`config.mk`:
```
export PLATFORM = sky130hd
export DESIGN_NAME = shift_issue_arbiter
export DESIGN_NICKNAME = d
export VERILOG_FILES = /design/src/rtl/shift_issue_arbiter_pkg.sv /design/src/rtl/Shifter.sv /design/src/rtl/shift_issue_arbiter.sv
export SDC_FILE = /design/constraint.sdc
export NUM_CORES = 1
export LEC_CHECK = 0
export ABC_AREA = 1
export CAP_MARGIN = 20
export CORE_ASPECT_RATIO = 1.4
export CORE_MARGIN = 3
export CORE_UTILIZATION = 45
export DETAILED_ROUTE_END_ITERATION = 8
export GPL_ROUTABILITY_DRIVEN = 0
export GPL_TIMING_DRIVEN = 1
export PLACE_DENSITY = 0.78
export SKIP_CTS_REPAIR_TIMING = 1
export SYNTH_ARGS = -nofsm -noshare
export SYNTH_HDL_FRONTEND = slang
export SYNTH_SLANG_ARGS = --single-unit
```
`constraint.sdc`:
```
create_clock -name clk -period 3.2 [get_ports clk]
set_input_delay 0.64 -clock clk [delete_from_list [all_inputs] [get_ports clk]]
set_output_delay 0.64 -clock clk [all_outputs]
set_load 0.005 [all_outputs]
```
`src/rtl/shift_issue_arbiter_pkg.sv`:
```
// Shared types for the shift issue arbiter: shift-op encoding, datapath width
// and the per-lane request bundle.
package shift_issue_arbiter_pkg;

    localparam int SHIFT_XLEN = 32;
    localparam int SHAMT_W    = 5;
    localparam int REQ_TAG_W  = 6;

    typedef enum logic [1:0] {
        OP_SRL = 2'b00,
        OP_SLL = 2'b01,
        OP_SRA = 2'b10,
        OP_ILL = 2'b11
    } shift_op_e;

    typedef struct packed {
        shift_op_e               op;
        logic [SHIFT_XLEN-1:0]   a;
        logic [SHIFT_XLEN-1:0]   b;
        logic [REQ_TAG_W-1:0]    tag;
    } shift_req_t;

endpackage

```
`src/rtl/Shifter.sv`:
```
// Combinational 32-bit barrel shifter; sll takes priority over sra,
// neither set means logical right shift.
module Shifter
    import shift_issue_arbiter_pkg::*;
(
    input  logic                  sra,
    input  logic                  sll,
    input  logic [SHAMT_W-1:0]    size,
    input  logic [SHIFT_XLEN-1:0] in,
    output logic [SHIFT_XLEN-1:0] out
);

    always_comb begin
        if (sll)
            out = in << size;
        else if (sra)
            out = $unsigned($signed(in) >>> size);
        else
            out = in >> size;
    end

endmodule

```
`src/rtl/shift_issue_arbiter.sv`:
```
// Round-robin arbiter sharing one barrel shifter between two issue lanes,
// with a single registered output stage, flush and a saturating stall counter.
module shift_issue_arbiter
    import shift_issue_arbiter_pkg::*;
#(
    parameter int XLEN  = 32,
    parameter int TAG_W = 6,
    parameter int CNT_W = 16
) (
    input  logic              clk,
    input  logic              rst,
    input  logic [1:0]        req_valid,
    output logic [1:0]        req_ready,
    input  logic [1:0]        req_op0,
    input  logic [1:0]        req_op1,
    input  logic [XLEN-1:0]   req_a0,
    input  logic [XLEN-1:0]   req_a1,
    input  logic [XLEN-1:0]   req_b0,
    input  logic [XLEN-1:0]   req_b1,
    input  logic [TAG_W-1:0]  req_tag0,
    input  logic [TAG_W-1:0]  req_tag1,
    output logic              res_valid,
    input  logic              res_ready,
    output logic [XLEN-1:0]   res_data,
    output logic [TAG_W-1:0]  res_tag,
    output logic              res_lane,
    output logic              res_illegal,
    input  logic              flush,
    output logic [CNT_W-1:0]  stall_cnt
);

    generate
        if (XLEN != SHIFT_XLEN) begin : g_bad_xlen
            $error("shift_issue_arbiter: XLEN must be 32");
        end
        if (TAG_W != REQ_TAG_W) begin : g_bad_tag_w
            $error("shift_issue_arbiter: TAG_W must match REQ_TAG_W");
        end
    endgenerate

    logic                r_res_valid;
    logic [XLEN-1:0]     r_res_data;
    logic [TAG_W-1:0]    r_res_tag;
    logic                r_res_lane;
    logic                r_res_illegal;
    logic [CNT_W-1:0]    r_stall_cnt;
    logic                r_ptr;

    logic                w_slot_free;
    logic [1:0]          w_grant;
    logic                w_accept;
    shift_req_t          w_req0;
    shift_req_t          w_req1;
    shift_req_t          w_sel;
    logic                w_sra;
    logic                w_sll;
    logic [XLEN-1:0]     w_shift_out;
    logic                w_unused_b;

    assign w_slot_free = !r_res_valid || res_ready;

    // With both lanes valid the pointer picks; the pointer only moves on an
    // accept, so a waiting lane keeps its grant through backpressure.
    assign w_grant[0] = req_valid[0] && (!req_valid[1] || !r_ptr);
    assign w_grant[1] = req_valid[1] && (!req_valid[0] ||  r_ptr);

    assign req_ready = (w_slot_free && !flush && !rst) ? w_grant : 2'b00;
    assign w_accept  = |(req_valid & req_ready);

    assign w_req0 = '{op: shift_op_e'(req_op0), a: req_a0, b: req_b0, tag: req_tag0};
    assign w_req1 = '{op: shift_op_e'(req_op1), a: req_a1, b: req_b1, tag: req_tag1};
    assign w_sel  = w_grant[1] ? w_req1 : w_req0;

    always_comb begin
        w_sra = 1'b0;
        w_sll = 1'b0;
        case (w_sel.op)
            OP_SLL:  w_sll = 1'b1;
            OP_SRA:  w_sra = 1'b1;
            default: ;
        endcase
    end

    assign w_unused_b = ^w_sel.b[XLEN-1:SHAMT_W];

    Shifter u_shifter (
        .sra  (w_sra),
        .sll  (w_sll),
        .size (w_sel.b[SHAMT_W-1:0]),
        .in   (w_sel.a),
        .out  (w_shift_out)
    );

    always_ff @(posedge clk) begin
        if (rst) begin
            r_res_valid   <= 1'b0;
            r_res_data    <= '0;
            r_res_tag     <= '0;
            r_res_lane    <= 1'b0;
            r_res_illegal <= 1'b0;
            r_stall_cnt   <= '0;
            r_ptr         <= 1'b0;
        end else begin
            if (w_accept)
                r_ptr <= ~w_grant[1];

            if (flush) begin
                r_res_valid <= 1'b0;
            end else if (w_accept) begin
                r_res_valid   <= 1'b1;
                r_res_data    <= w_shift_out;
                r_res_tag     <= w_sel.tag;
                r_res_lane    <= w_grant[1];
                r_res_illegal <= (w_sel.op == OP_ILL);
            end else if (res_ready) begin
                r_res_valid <= 1'b0;
            end

            if (r_res_valid && !res_ready && !flush && (r_stall_cnt != '1))
                r_stall_cnt <= r_stall_cnt + CNT_W'(1);
        end
    end

    assign res_valid   = r_res_valid;
    assign res_data    = r_res_data;
    assign res_tag     = r_res_tag;
    assign res_lane    = r_res_lane;
    assign res_illegal = r_res_illegal;
    assign stall_cnt   = r_stall_cnt;

endmodule

```
Word level (Yosys, flattened, before mapping):

Index checks and enable logic that the tools add are counted.
Widths: inputs -> output; s select.

* bits of input ports: 150
* flip-flop bits (word level): 58
* logic and storage cells: 47

* shift-type cells: 3
* bitwise gates (word level): 3
* add/sub/neg operators: 1
* mux-type cells: 8
* equality and inequality tests: 4
* reductions and logical operators: 21

Operators with widths (number)
* $mux 72: 1
* $mux 32: 2
* $shl 32x5->32: 1
* $shr 32x5->32: 1
* $sshr 32x5->32: 1
* $add 16x1->16 const B: 1
* $ne 16x16->1 const B: 1
* $logic_and 1x1->1: 7
* $logic_not 1->1: 7
* $eq 2x2->1 const B: 2
* $mux 1: 4
* $reduce_or 2->1: 2
* $logic_or 1x1->1: 3
* $and 2x2->2: 1
* $eq 2x1->1 const B: 1
* $mux 2: 1
* $not 1->1: 2
* $reduce_and 2->1: 1
* $reduce_bool 2->1: 1

Logic depth before layout (Yosys ltp):

Gate-level depths: netlist of run 1.

* word-level depth: 8
* gate-level depth with buffers: 19
* gate-level depth less buffers: 17

By module:

Synthesis of run 1 repeated with hierarchy kept, for this count alone.

* cell total of the unflattened synthesis: 1203
* area total of the unflattened synthesis: 6651.4 µm²

Modules (own cells, without submodules)
* Shifter: cells an instance 729, area an instance 3688.5 µm², seq. area each 0.0 µm², times used 1
* shift_issue_arbiter: cells an instance 474, area an instance 2962.8 µm², seq. area each 1161.1 µm², times used 1

Worst setup path before layout of run 1:

No wires, ideal clock.

* path type: input-to-reg
* from: in req_valid[1]
* to: reg r_res_data[31] (netlist: res_data[31])
* setup time: 0.116 ns
* setup slack: 1.023 ns
* stages on the path: 13
* arrival time: 2.061 ns
* cell sequence: buf_6 > nand2_4 > nand2_2 > buf_6 > buf_6 > nand2_1 > inv_2 > nor2_4 > inv_1 > buf_2 > buf_4 > o211ai_1 > inv_1

* elaborated cells between the ends (all ways): 18

RTL lines
* from (decl): line shift_issue_arbiter.sv:12 `input logic [1:0] req_valid,`
* $logic_and 1x1->1: line shift_issue_arbiter.sv:65 `assign w_grant[1] = req_valid[1] && (!req_valid[0] || r_ptr);`
* $mux 2: line shift_issue_arbiter.sv:67 `assign req_ready = (w_slot_free && !flush && !rst) ? w_grant : 2'b00;`
* named net req_ready[1]: line shift_issue_arbiter.sv:13 `output logic [1:0] req_ready,`
* $and 2x2->2: line shift_issue_arbiter.sv:68 `assign w_accept = |(req_valid & req_ready);`
* $reduce_or 2->1: line shift_issue_arbiter.sv:68
* $reduce_and 2->1 (no line)
* to (signal assigned): line shift_issue_arbiter.sv:111 `r_res_data <= w_shift_out;`
* to (decl): line shift_issue_arbiter.sv:42 `logic [XLEN-1:0] r_res_data;`

The timed path passes the listed nets, and every way through them passes these cells.
A chain may end at the register's enable or synchronous reset.

Worst setup path in the final report of run 1:

* from: in req_valid[1]
* to: out req_ready[1]

* longest elaborated chain between the ends: 2

RTL lines (line)
* $logic_and 1x1->1: shift_issue_arbiter.sv:65
* $mux 2: shift_issue_arbiter.sv:67
* to (decl): shift_issue_arbiter.sv:13

No other way between the ends.

==> implementation parameters, run 1 <==
Parameter                              Value

Pwr
  Clock Power Share    0.301
  Leakage power summed over all cells    4.22 nW
  P_sw    1.32 mW
  Seq pwr share    0.233
  Switching share of total power    0.392
  Internal power    2.05 mW
  Ratio of total power to cell area    383 nW/um^2
  IR drop worst, VDD    0.000313 V
  Logic gate share of total power    0.466

Routing
  Length of routed wiring on met1    9.64 mm
  Routed len/inst    15.6 um
  Residual antenna-violating net count after detailed routing    0
  Met3 layer wire length in the routed design    2.09 mm
  Total Wirelength    24.9 mm
  Post-DR vias/cell    5.67
  DR DRC count    0
  Detailed-route via count    9,046
  Iteration-0 DRC Markers    1,062
  Top layer reached by signal wires    met4
  Met2 wire len    11.5 mm
  Pre-antenna DRT Iters    6

STA
  Number of pins exceeding their max-slew limit in the final report    0
  Clock Skew    5.69 ps
  Final worst-path setup slack    193 ps
  Tightest slew margin relative to the limit    0.702
  Transition at the pin with the smallest max-transition slack    445 ps
  Setup TNS    0 ps
  Period utilisation layout    0.940
  Final worst hold slack    467 ps
  RSZ-0062 raised after global routing    no
  Final number of setup-violating endpoints    0
  Achievable clock frequency    333 MHz
  Final Hold Vio Count    0
  Shortest period the worst path allows    3010 ps

Synth
  Mean post-synth cell area    5.23 um^2
  Number of enable-type register cells in the synthesized netlist    0
  Ys flop type    sky130_fd_sc_hd__dfxtp_1
  Compound-Gate Fraction of Synth Area    0.0956
  Fraction of the yosys area taken by sequential cells    0.174
  Ys async rst share    0
  Number of synthesized register bits    58
  Synth Area in XOR/XNOR    0.00263
  Synth Area in Adders    0.00188
  Post-synth design cell area    6660 um^2
  Post-synthesis mux area share    0
  Number of instances in the synthesized netlist    1,273
  Main combinational cell family by area after synthesis    simple AND/OR/NAND/NOR gates
  Post-Syn Nets    1,424
  Yosys warns    0
  Number of unique standard cell types used by synthesis    37
  Synth Area in Simple Gates    0.621

Clock network
  Clk sinks    58
  CTS HTree Levels    3
  CTS tree    done
  Number of buffers created by CTS    9
  Worst-path clk slew    50 ps
  Root buffer selected by CTS    sky130_fd_sc_hd__clkbuf_16
  Skew-Pair Late Insertion Delay    320 ps
  Buffers from clock root to sink, at most    2

Finish
  Share of post-route cells with drive strength above 1    0.0654
  Area of the multi-input gates    4810 um^2
  Final core utilization    0.606
  Area used by sequential logic in the layout    1160 um^2
  Post-route design area    8790 um^2
  Area growth syn-to-layout    31.9%
  Net total in the final layout    1,553
  Diode count    0
  FILL cells    1,503

Outcome
  Result of the run    finished, final reports clean

Run
  Max-capacitance violation count    0

Worst setup path
  Req. time, crit path    2560 ps
  Crit path buffers/inverters    4
  Capturing element type of the critical path    primary output
  Length in cells of the worst reg-to-reg path    13
  Crit-path cells    clkdlybuf4s50_1 -> buf_12 -> nand2_4 -> nand2_2 -> nand2_1 -> inv_2 -> clkdlybuf4s50_1
  Endpoint of the lowest-slack register-to-register path    res_data[14]
  Most used cell, CP    sky130_fd_sc_hd__clkdlybuf4s50_1
  R2r setup slk    780 ps
  Critical path class    in -> out
  Crit-path max cell delay    500 ps
  Worst r2r src    r_ptr
  Cell at the slowest stage of the critical path    sky130_fd_sc_hd__clkdlybuf4s50_1
  Cell family with most CP delay    buffers and inverters
  Worst Path Arrival    2370 ps
  Peak fanout along the critical path    14
  Critical Path Start Type    input port

Die
  Effective utilization at floorplan    0.459
  DIE WIDTH    109 um
  Die boundary height    150 um
  Core Box Area    14,500 um^2
  IO Count    209
  Number of rows in the core area    52
  Area of the die    16,300 um^2

Global route
  Vias in the first global route    8,197
  GRT Util Overall    0.310
  Total congestion overflow    0
  First-pass GRT wire length    40.4 mm
  Largest net degree at the start of global routing    51
  Initial antenna violation count    0

Min path
  Class of the worst hold path    reg -> reg
  Hold Path End    res_data[30]
  Hold path depth    2
  Min-delay src    res_data[30]

Placement
  Worst-case setup slack after placement    8.31 ps
  Detailed Place HPWL    19.3 mm
  Placed Instance Area    8470 um^2
  Total of buffers placed on input and output ports    154
cell families (layout without fill, tap and decap cells):
logic type,Yosys count,after routing
compound gates,119,119
xor+xnor,2,2
fa+ha+maj,1,1
buf+inv,150,284
flops,58,58
simple gates,943,943
sequential cells by signal, indices dropped and copies added (netlist names):
name	cells
stall_cnt	16
res_lane	1
res_data	32
res_valid	1
r_ptr	1
res_tag	6
res_illegal	1
tightest hold or removal path, stage by stage (launching register included):
cell and delay, ps:
sky130_fd_sc_hd__dfxtp_1 310, sky130_fd_sc_hd__nand2_1 60, sky130_fd_sc_hd__a21oi_1 50
layout by cell type (no fill, tap or decap), types with 3 or more instances in the layout:
cell / netlist / routed
sky130_fd_sc_hd__nand2_1: 490 / 490
sky130_fd_sc_hd__clkbuf_16: 0 / 9
sky130_fd_sc_hd__o21ai_1: 9 / 9
sky130_fd_sc_hd__o21ai_0: 44 / 44
sky130_fd_sc_hd__nand3b_1: 5 / 5
sky130_fd_sc_hd__a21oi_1: 47 / 47
sky130_fd_sc_hd__a31oi_1: 8 / 8
sky130_fd_sc_hd__nand3_1: 309 / 309
sky130_fd_sc_hd__buf_12: 0 / 12
sky130_fd_sc_hd__dfxtp_1: 58 / 58
sky130_fd_sc_hd__nand2_4: 7 / 7
sky130_fd_sc_hd__clkdlybuf4s50_1: 0 / 154
sky130_fd_sc_hd__buf_4: 10 / 26
sky130_fd_sc_hd__clkinv_2: 1 / 5
sky130_fd_sc_hd__o211ai_1: 4 / 4
sky130_fd_sc_hd__nand4_1: 11 / 11
sky130_fd_sc_hd__inv_1: 69 / 69
sky130_fd_sc_hd__nor3b_1: 3 / 3
sky130_fd_sc_hd__nor2_1: 91 / 91
sky130_fd_sc_hd__nor3_1: 4 / 4
sky130_fd_sc_hd__inv_2: 6 / 6
sky130_fd_sc_hd__nor2_4: 5 / 5
sky130_fd_sc_hd__nand2_2: 12 / 12
metal layers:
| layer | vias up | track usage |
|---|---|---|
| met5 | - | 0 |
| met4 | 0 | 0.195 |
| met3 | 116 | 0.0414 |
| met2 | 549 | 0.504 |
| met1 | 3952 | 0.380 |
| li1 | 4429 | - |
worst max-delay path by stage:
stage	startpoint	endpoint	slack, ps	cells after the start
global placement	req_valid[0]	res_data[1]	50	13
global route	req_valid[1]	res_data[17]	20	16
finish	req_valid[1]	req_ready[1]	190	7
floorplan	req_valid[1]	res_data[31]	1020	13
detailed placement	req_valid[0]	res_data[1]	8	13
CTS	req_valid[1]	req_ready[1]	200	7
power by group through the flow:
stage / Sequential (mW) / Combinational, mW / Clock (mW)
after floorplan: 0.801 / 0.982 / 0
after global placement: 0.799 / 1.51 / 0
after detailed placement: 0.800 / 1.52 / 0
after CTS: 0.786 / 1.53 / 1.02
after global routing: 0.790 / 1.73 / 1.06
final: 0.786 / 1.57 / 1.01
per-stage QoR:
stage | power (mW) | std cells
6_report | 3.37 | 1596
5_1_grt | 3.58 | 1596
2_1_floorplan | 1.78 | 1273
3_5_place_dp | 2.32 | 1580
4_1_cts | 3.34 | 1596
3_3_place_gp | 2.31 | 1580
final cells by class:
type                    count  area share
flip-flops and latches     58       0.132
well taps                 189      0.0269
repair buffers            192       0.225
clock inverters             6     0.00911
clock buffers              10      0.0272
inverters                  76      0.0326
multi-input cells        1065       0.547
cells in the mapped netlist (2+ instances only):
cell type                  number  area share
sky130_fd_sc_hd__nor2_1        91       0.051
sky130_fd_sc_hd__inv_1         69       0.039
sky130_fd_sc_hd__o21ai_1        9      0.0068
sky130_fd_sc_hd__nand3b_1       5      0.0056
sky130_fd_sc_hd__nor3b_1        3      0.0034
sky130_fd_sc_hd__clkbuf_1      21       0.012
sky130_fd_sc_hd__buf_4         10       0.011
sky130_fd_sc_hd__nor2_4         5      0.0084
sky130_fd_sc_hd__inv_2          6      0.0034
sky130_fd_sc_hd__nand2_1      490        0.28
sky130_fd_sc_hd__a31oi_1        8      0.0075
sky130_fd_sc_hd__nand2_2       12       0.011
sky130_fd_sc_hd__buf_2         35       0.026
sky130_fd_sc_hd__nand2_4        7       0.012
sky130_fd_sc_hd__nor2_2         2      0.0019
sky130_fd_sc_hd__nand3_1      309        0.23
sky130_fd_sc_hd__a21oi_1       47       0.035
sky130_fd_sc_hd__buf_6          7       0.012
sky130_fd_sc_hd__nand4_1       11       0.010
sky130_fd_sc_hd__o21ai_2        3      0.0039
sky130_fd_sc_hd__dfxtp_1       58        0.17
sky130_fd_sc_hd__nor3_1         4      0.0030
sky130_fd_sc_hd__o211ai_1       4      0.0045
sky130_fd_sc_hd__o21ai_0       44       0.033
(Power assumes the default switching activity.)
==> run 2, diff against run 1 <==
--- a/config.mk
+++ b/config.mk
@@ -6,13 +6,14 @@
 export NUM_CORES = 1
 export LEC_CHECK = 0
 export ABC_AREA = 1
-export CAP_MARGIN = 20
+export CAP_MARGIN = 25
 export CORE_ASPECT_RATIO = 1.4
 export CORE_MARGIN = 3
 export CORE_UTILIZATION = 45
 export DETAILED_ROUTE_END_ITERATION = 8
 export GPL_ROUTABILITY_DRIVEN = 0
 export GPL_TIMING_DRIVEN = 1
+export HOLD_SLACK_MARGIN = 0.03
 export PLACE_DENSITY = 0.78
 export SKIP_CTS_REPAIR_TIMING = 1
 export SYNTH_ARGS = -nofsm -noshare
==> results of run 2 <==
Same layout as run 1: the final DEF is identical, and so are final timing and power.
==> run 3, diff against run 2 <==
--- a/config.mk
+++ b/config.mk
@@ -15,6 +15,7 @@
 export GPL_TIMING_DRIVEN = 1
 export HOLD_SLACK_MARGIN = 0.03
 export PLACE_DENSITY = 0.78
+export REMOVE_ABC_BUFFERS = 1
 export SKIP_CTS_REPAIR_TIMING = 1
 export SYNTH_ARGS = -nofsm -noshare
 export SYNTH_HDL_FRONTEND = slang
==> run 3 against run 2 <==
Clock power is 8% lower. Cell area up 1.2%. Worst hold slack got worse by 2.0 ps. Largest cell class unchanged. Count of clock-buffer cells in the layout rose by 2. Worst setup slack improved by 59 ps. Total power down 2.0%. Critical path depth stayed put.
==> implementation parameters, run 3 (synthesized netlist as in run 1, its figures left out) <==
Parameter                              Value

Outcome
  Result of the run    finished, final reports clean

Die
  Area of the die    16,300 um^2
  Effective utilization at floorplan    0.459
  IO Count    209
  Core Box Area    14,500 um^2
  Die boundary height    150 um
  DIE WIDTH    109 um
  Number of rows in the core area    52

Finish
  Max reg flops    32
  Diode count    0
  Commonest cells after routing, fill and taps aside    sky130_fd_sc_hd__nand2_1 (490), sky130_fd_sc_hd__nand3_1 (309), sky130_fd_sc_hd__clkdlybuf4s50_1 (154)
  Final cell count without fillers    1,617
  Area growth syn-to-layout    33.6%
  Share of post-route cells with drive strength above 1    0.0777
  Leading cell type in the layout, fill and taps excluded    sky130_fd_sc_hd__nand2_1
  Net total in the final layout    1,575

Worst setup path
  Cell at the slowest stage of the critical path    sky130_fd_sc_hd__clkdlybuf4s50_1
  R2r setup slk    800 ps
  Worst Path Arrival    2310 ps
  Req. time, crit path    2560 ps
  Critical path class    in -> out
  Length in cells of the worst reg-to-reg path    11
  Endpoint of the lowest-slack register-to-register path    res_data[1]
  Peak fanout along the critical path    4
  Most used cell, CP    sky130_fd_sc_hd__clkdlybuf4s50_1
  Worst r2r src    r_ptr
  Critical Path Start Type    input port
  Crit-path cells    clkdlybuf4s50_1 -> nand2_4 -> nand2_2 -> buf_4 -> nand2_1 -> inv_2 -> clkdlybuf4s50_1
  Capturing element type of the critical path    primary output
  Crit-path max cell delay    630 ps

Clock network
  CTS tree    done
  Clk sinks    58
  Root buffer selected by CTS    sky130_fd_sc_hd__clkbuf_16
  Number of buffers created by CTS    9
  Skew-Pair Late Insertion Delay    320 ps
  Buffers from clock root to sink, at most    2
  Worst-path clk slew    50 ps
  CTS HTree Levels    3

Placement
  Number of placed cells counting well taps    1,602
  Detailed Place HPWL    19.2 mm
  Total of buffers placed on input and output ports    154

STA
  Tightest slew margin relative to the limit    0.666
  Final Hold Vio Count    0
  Final number of setup-violating endpoints    0
  Shortest period the worst path allows    2950 ps
  Number of pins exceeding their max-slew limit in the final report    0
  Transition at the pin with the smallest max-transition slack    501 ps
  Period utilisation layout    0.921
  Clock Skew    5.73 ps
  Achievable clock frequency    339 MHz
  RSZ-0062 raised after global routing    no
  Final worst hold slack    465 ps
  Setup TNS    0 ps

Min path
  Hold path depth    2
  Hold Path End    res_illegal
  Min-delay src    res_illegal
  Class of the worst hold path    reg -> reg

Routing
  Routed len/inst    14.9 um
  Pre-antenna DRT Iters    7
  Iteration-0 DRC Markers    997
  Total Wirelength    24.1 mm
  DR DRC count    0
  Detailed-route via count    9,074
  Post-DR vias/cell    5.61
  Residual antenna-violating net count after detailed routing    0

Global route
  Total congestion overflow    0
  GRT Util Overall    0.296
  Largest net degree at the start of global routing    63
  Initial antenna violation count    0
  First-pass GRT wire length    39.2 mm
  Vias in the first global route    8,172

Pwr
  IR drop worst, VDD    0.000334 V
  Leakage power summed over all cells    4.30 nW
  Ratio of total power to cell area    371 nW/um^2

Run
  Max-capacitance violation count    0
-- run 3: final cells by class --
class / count / area, um^2
clock buffer: 12 / 246
clock inverter: 3 / 40.0
fill: 1507 / 5610
inverter: 76 / 287
multi-input combinational: 1065 / 4810
sequential: 58 / 1160
tap: 189 / 236
timing repair buffer: 214 / 2120
-- run 3: worst max-delay path: cells and delay by family --
| kind | cells | cell delay (ps) |
|---|---|---|
| simple gates | 3 | 280 |
| buf+inv | 4 | 1390 |
-- run 3: per-stage QoR --
step,worst slack (ps),cell area (um^2),util,power [mW]
after floorplan,-455,6250,-,1.70
after global placement,53.9,8610,0.594,2.34
after detailed placement,-8.58,8610,0.594,2.35
after CTS,242,8900,0.613,3.28
after global routing,132,8900,0.613,3.51
final,252,8900,0.613,3.30
-- run 3: metal layers --
metal,wire (um),GRT usage,share of wire,up-vias
met5,0,0,0,-
met4,966,0.126,0.040,0
met3,1720,0.0375,0.071,62
met2,12200,0.524,0.51,421
met1,9240,0.356,0.38,4107
li1,-,-,-,4484
-- run 3: worst max-delay path by stage --
| stage | slack, ps | to | startpoint |
|---|---|---|---|
| floorplan | -460 | res_data[31] | req_valid[0] |
| global placement | 50 | res_data[10] | req_valid[1] |
| detailed placement | -9 | res_data[10] | req_valid[1] |
| CTS | 240 | req_ready[1] | req_valid[1] |
| global route | 130 | res_data[26] | req_valid[1] |
| finish | 250 | req_ready[1] | req_valid[1] |
-- run 3: power breakdown --
part / internal, mW / total, mW / switching (mW)
Sequential: 0.765 / 0.788 / 0.0231
Clock: 0.616 / 0.927 / 0.312
Combinational: 0.619 / 1.59 / 0.969
==> patch 1: new RTL, config.mk and constraints of run 2 <==
Register the output `stall_cnt` once more, without a reset; this adds one clock of latency there. The other outputs are not delayed to match.
--- a/src/rtl/shift_issue_arbiter.sv
+++ b/src/rtl/shift_issue_arbiter.sv
@@ -126,7 +126,9 @@
     assign res_tag     = r_res_tag;
     assign res_lane    = r_res_lane;
     assign res_illegal = r_res_illegal;
-    assign stall_cnt   = r_stall_cnt;
+    always_ff @(posedge clk) begin
+        stall_cnt <= r_stall_cnt;
+    end
 
 endmodule
 
Behaviour: not the same (Yosys sat finds a counterexample within 4 cycles, from zero or initial values and one cycle with rst high).
==> patch 1 against run 2 <==
- worst setup slack lost 72 ps
- critical path depth is the same
- sequential share of layout area grew 2.8 points
- largest power group unchanged
- via count grew 5.6%
- synthesized cell count grew 3.3%
- power grew 7.4%
- sequential cell count grew 16
- largest cell class unchanged
- register-to-register slack gained 90 ps
- area after synthesis grew 6.5%
- core utilization is essentially flat
- final area grew 5.0%
- wire length grew 7.0%
==> patch 1: results (changes against run 2) <==
stage	metric	value	unit	change
run_status	outcome	complete, no violations		
critical_path	cp_slowest_stage_delay	610	ps	+110 ps
logic_synthesis	synth_area_leaders	nand2_1, nand3_1, dfxtp_1		
global_routing	grt_max_degree	67		+31%
drt	wl_met1	9650	µm	+0.15%
critical_path	reg2regPathDepth	14		+1
sta	finalMaxSlewViolations	0		unchanged
drt	routed_via_density	5.83		+2.8%
drt	vias	9556		+5.6%
placement	post-place-ws	26.7	ps	+18.4 ps
global_routing	grt_first_pass_wirelength	42400	µm	+4.9%
global_routing	grt_use_met1	0.353		-0.0271
sta	layout_setup_ws	121	ps	-71.7 ps
critical_path	rrSetupSlack	870	ps	+90 ps
logic_synthesis	yosys-top-cells-count	nand2_1, nand3_1, inv_1, nor2_1, dfxtp_1		
sta	hold_ws	349	ps	-118 ps
global_routing	groute.usage.overall	0.298		-0.0119
global_routing	grt_pass1_vias	8582		+4.7%
power_and_ir_drop	vdd_drop_max	0.454	mV	+45%
drt	drtPass1Iterations	9		+3
logic_synthesis	syn_inst	1315		+3.3%
global_routing	use_met3	0.0387		-0.00269
global_routing	use_met2	0.504		-0.000780
cells_and_area	layout-drive-gt1-share	0.0635		-0.00185
cells_and_area	fill_cells	1552		+3.3%
drt	met3WireLength	2590	µm	+24%
power_and_ir_drop	power_leakage	4.38	nW	+3.7%
logic_synthesis	ys_seq_area_frac	0.209		+0.0345
sta	clock_skew	8.98	ps	+3.29 ps
critical_path	cp.arrival	2440	ps	+70 ps
drt	wl_per_cell	16.2	µm	+4.2%
drt	wl_met2	12600	µm	+9.5%
sta	tightest_slew	898	ps	+453 ps
critical_path	r2r-end	res_data[31]$_SDFFE_PP0P_		
min_path	min_path_cells	0		-2
logic_synthesis	syn_nets	1466		+2.9%
placement	dpl_cell_area	0.00894	mm²	+5.5%
min_path	min-delay-start	r_stall_cnt[9]$_SDFFE_PP0P_		
critical_path	cp_max_fo	8		-6
logic_synthesis	yosysUniqueCellTypes	36		-2.7%
## patch 1: cell type report
| class | count | area (µm²) | share of cell area |
|---|---|---|---|
| multi-input cells | 1069 | 4870 | 0.528 |
| repair buffers | 196 | 1990 | 0.216 |
| clock inverters | 5 | 55.1 | 0.00596 |
| flip-flops and latches | 74 | 1480 | 0.160 |
| well taps | 192 | 240 | 0.0260 |
| clock buffers | 10 | 239 | 0.0259 |
| inverters | 94 | 353 | 0.0382 |
## patch 1: power breakdown
part	internal (W)	switching [W]	total (W)
sequential	0.000964	0.0000247	0.000989
combinational	0.000612	0.00103	0.00164
clock	0.000617	0.000371	0.000988
## patch 1: cell families after synthesis
| family | share of synthesized area |
|---|---|
| AND/OR/NAND/NOR | 0.576 |
| buffers and inverters | 0.109 |
| AO/OA/AOI/OAI | 0.105 |
| flip-flops | 0.209 |
| adder cells (fa/ha/maj) | 0.00176 |
==> patch 2: new RTL, config.mk and constraints of run 2 <==
Without the edit above. `SHAMT_W`: 5 -> 10.
--- a/src/rtl/shift_issue_arbiter_pkg.sv
+++ b/src/rtl/shift_issue_arbiter_pkg.sv
@@ -3,7 +3,7 @@
 package shift_issue_arbiter_pkg;
 
     localparam int SHIFT_XLEN = 32;
-    localparam int SHAMT_W    = 5;
+    localparam int SHAMT_W    = 10;
     localparam int REQ_TAG_W  = 6;
 
     typedef enum logic [1:0] {
Check against the original RTL: not equivalent (Yosys sat finds a counterexample within 4 cycles, from zero or initial values and one cycle with rst high).
==> patch 2 against run 2 <==
- worst setup slack lost 37 ps
- non-clock buffer count increased by 106
- wire length increased by 12%
- combinational power is 15% higher
- largest power group unchanged
- critical path type is now input port to flop
- sequential cell count unchanged
- area after synthesis is 8.5% higher
- power up 4.3%
- largest cell class unchanged
- final area up 16%
==> patch 2: results (changes against run 2) <==
stage	metric	value	unit	change
critical_path	cp_max_fo	20		+6
critical_path	cp_slowest_stage_delay	500	ps	about the same
drt	wl_per_cell	15.4	µm	-1.1%
critical_path	crit_path_top_delay_cell	clkdlybuf4s50_1		
clocking	cts_made_buffers	9		unchanged
logic_synthesis	synth-main-ff-cell	dfxtp_1		
power_and_ir_drop	power_leakage	4.73	nW	+12%
global_routing	grt_first_pass_wirelength	44500	µm	+10%
global_routing	grt_pass1_vias	9204		+12%
sta	tightest_slew	489	ps	+43.9 ps
drt	routed_via_density	5.70		+0.54%
critical_path	cp.arrival	3250	ps	+880 ps
global_routing	grt_max_degree	62		+22%
clocking	path_clk_slew	50	ps	about the same
logic_synthesis	syn_nets	1534		+7.7%
cells_and_area	layout-drive-gt1-share	0.126		+0.0605
power_and_ir_drop	seqPwrFrac	0.223		-0.010
logic_synthesis	yosysUniqueCellTypes	44		+19%
placement	portBuffers	164		+6.5%
global_routing	groute.usage.overall	0.304		-0.00511
sta	clock_skew	6.77	ps	+1.08 ps
clocking	worst_skew_pair.late_latency	320	ps	about the same
drt	initialDrtViolationCount	1469		+38%
min_path	worstHoldPathType	flop to flop		
placement	post-place-ws	-195	ps	-203 ps
placement	dpl_cell_area	0.00980	mm²	+16%
power_and_ir_drop	powerComb	0.00181	W	+15%
logic_synthesis	yosys_warnings	0		unchanged
sta	finalSetupViolCount	0		unchanged
logic_synthesis	ys_seq_area_frac	0.161		-0.0137
clocking	cts.path.max_buffers	2		unchanged
logic_synthesis	synth_area_leaders	nand2_1, dfxtp_1, nand3_1		
logic_synthesis	synth-edff-count	0		unchanged
logic_synthesis	yosys-top-cells-count	nand2_1, nand3_1, o21ai_0, a21oi_1, inv_1		
cells_and_area	finalNonFillerCells	1800		+13%
clocking	cts_root_buf	clkbuf_16		
clocking	htreeDepth	3		unchanged
drt	drtPass1Iterations	6		unchanged
placement	dpl.hpwl	22100	µm	+14%
power_and_ir_drop	p_seq	0.000785	W	about the same
logic_synthesis	async_flop_share	0		unchanged
power_and_ir_drop	internal-power	0.00210	W	+2.5%
cells_and_area	largest_register_ffs	32		unchanged
cells_and_area	diodes	0		unchanged
cells_and_area	fill_cells	1498		-0.33%
critical_path	cp_top_family	buffers and inverters		
global_routing	antenna_found_initial	0		unchanged
power_and_ir_drop	vdd_drop_max	0.463	mV	+48%
run_status	outcome	complete, no violations		
logic_synthesis	syn_inst	1383		+8.6%
==> patch 2: tightest hold or removal path, delay by kind of cell (launching register included) <==
| kind | cells | cell delay [ps] |
|---|---|---|
| AND/OR/NAND/NOR | 1 | 60 |
| AO/OA/AOI/OAI | 1 | 50 |
| flip-flops | 1 | 300 |
==> patch 2: logic make-up after synthesis <==
logic type / Yosys count / share of synthesized area
AND/OR/NAND/NOR: 899 / 0.527
AO/OA/AOI/OAI: 251 / 0.194
buffers and inverters: 171 / 0.114
flip-flops: 58 / 0.161
multiplexers: 2 / 0.00277
XOR/XNOR: 1 / 0.00121
adder cells (fa/ha/maj): 1 / 0.00173
==> patch 2: routing by layer <==
layer / up-vias / wire, µm / global-route usage
met5: - / 0 / 0
met4: 0 / 2130 / 0.204
met3: 141 / 2160 / 0.0314
met2: 610 / 13000 / 0.520
met1: 4499 / 10400 / 0.357
li1: 5007 / - / -
==> patch 2: area by class of cell <==
cell class              instances  area (µm²)  area share
repair buffers                298        2900       0.284
multi-input cells            1154        5290       0.520
flip-flops and latches         58        1160       0.114
well taps                     196         245      0.0241
clock buffers                  12         267      0.0262
inverters                      78         299      0.0294
clock inverters                 4        25.0     0.00246
==> patch 2: worst paths after layout <==
path	startpoint	endpoint	slack [ps]	cells after the start
worst max-delay path	req_valid[0]	res_data[0]$_SDFFE_PP0P_	160	18
worst min-delay path	res_illegal$_SDFFE_PP0P_	res_illegal$_SDFFE_PP0P_	460	2
worst max register to register	r_ptr$_SDFFE_PP0P_	res_data[29]$_SDFFE_PP0P_	630	13
worst min register to register	res_illegal$_SDFFE_PP0P_	res_illegal$_SDFFE_PP0P_	460	2
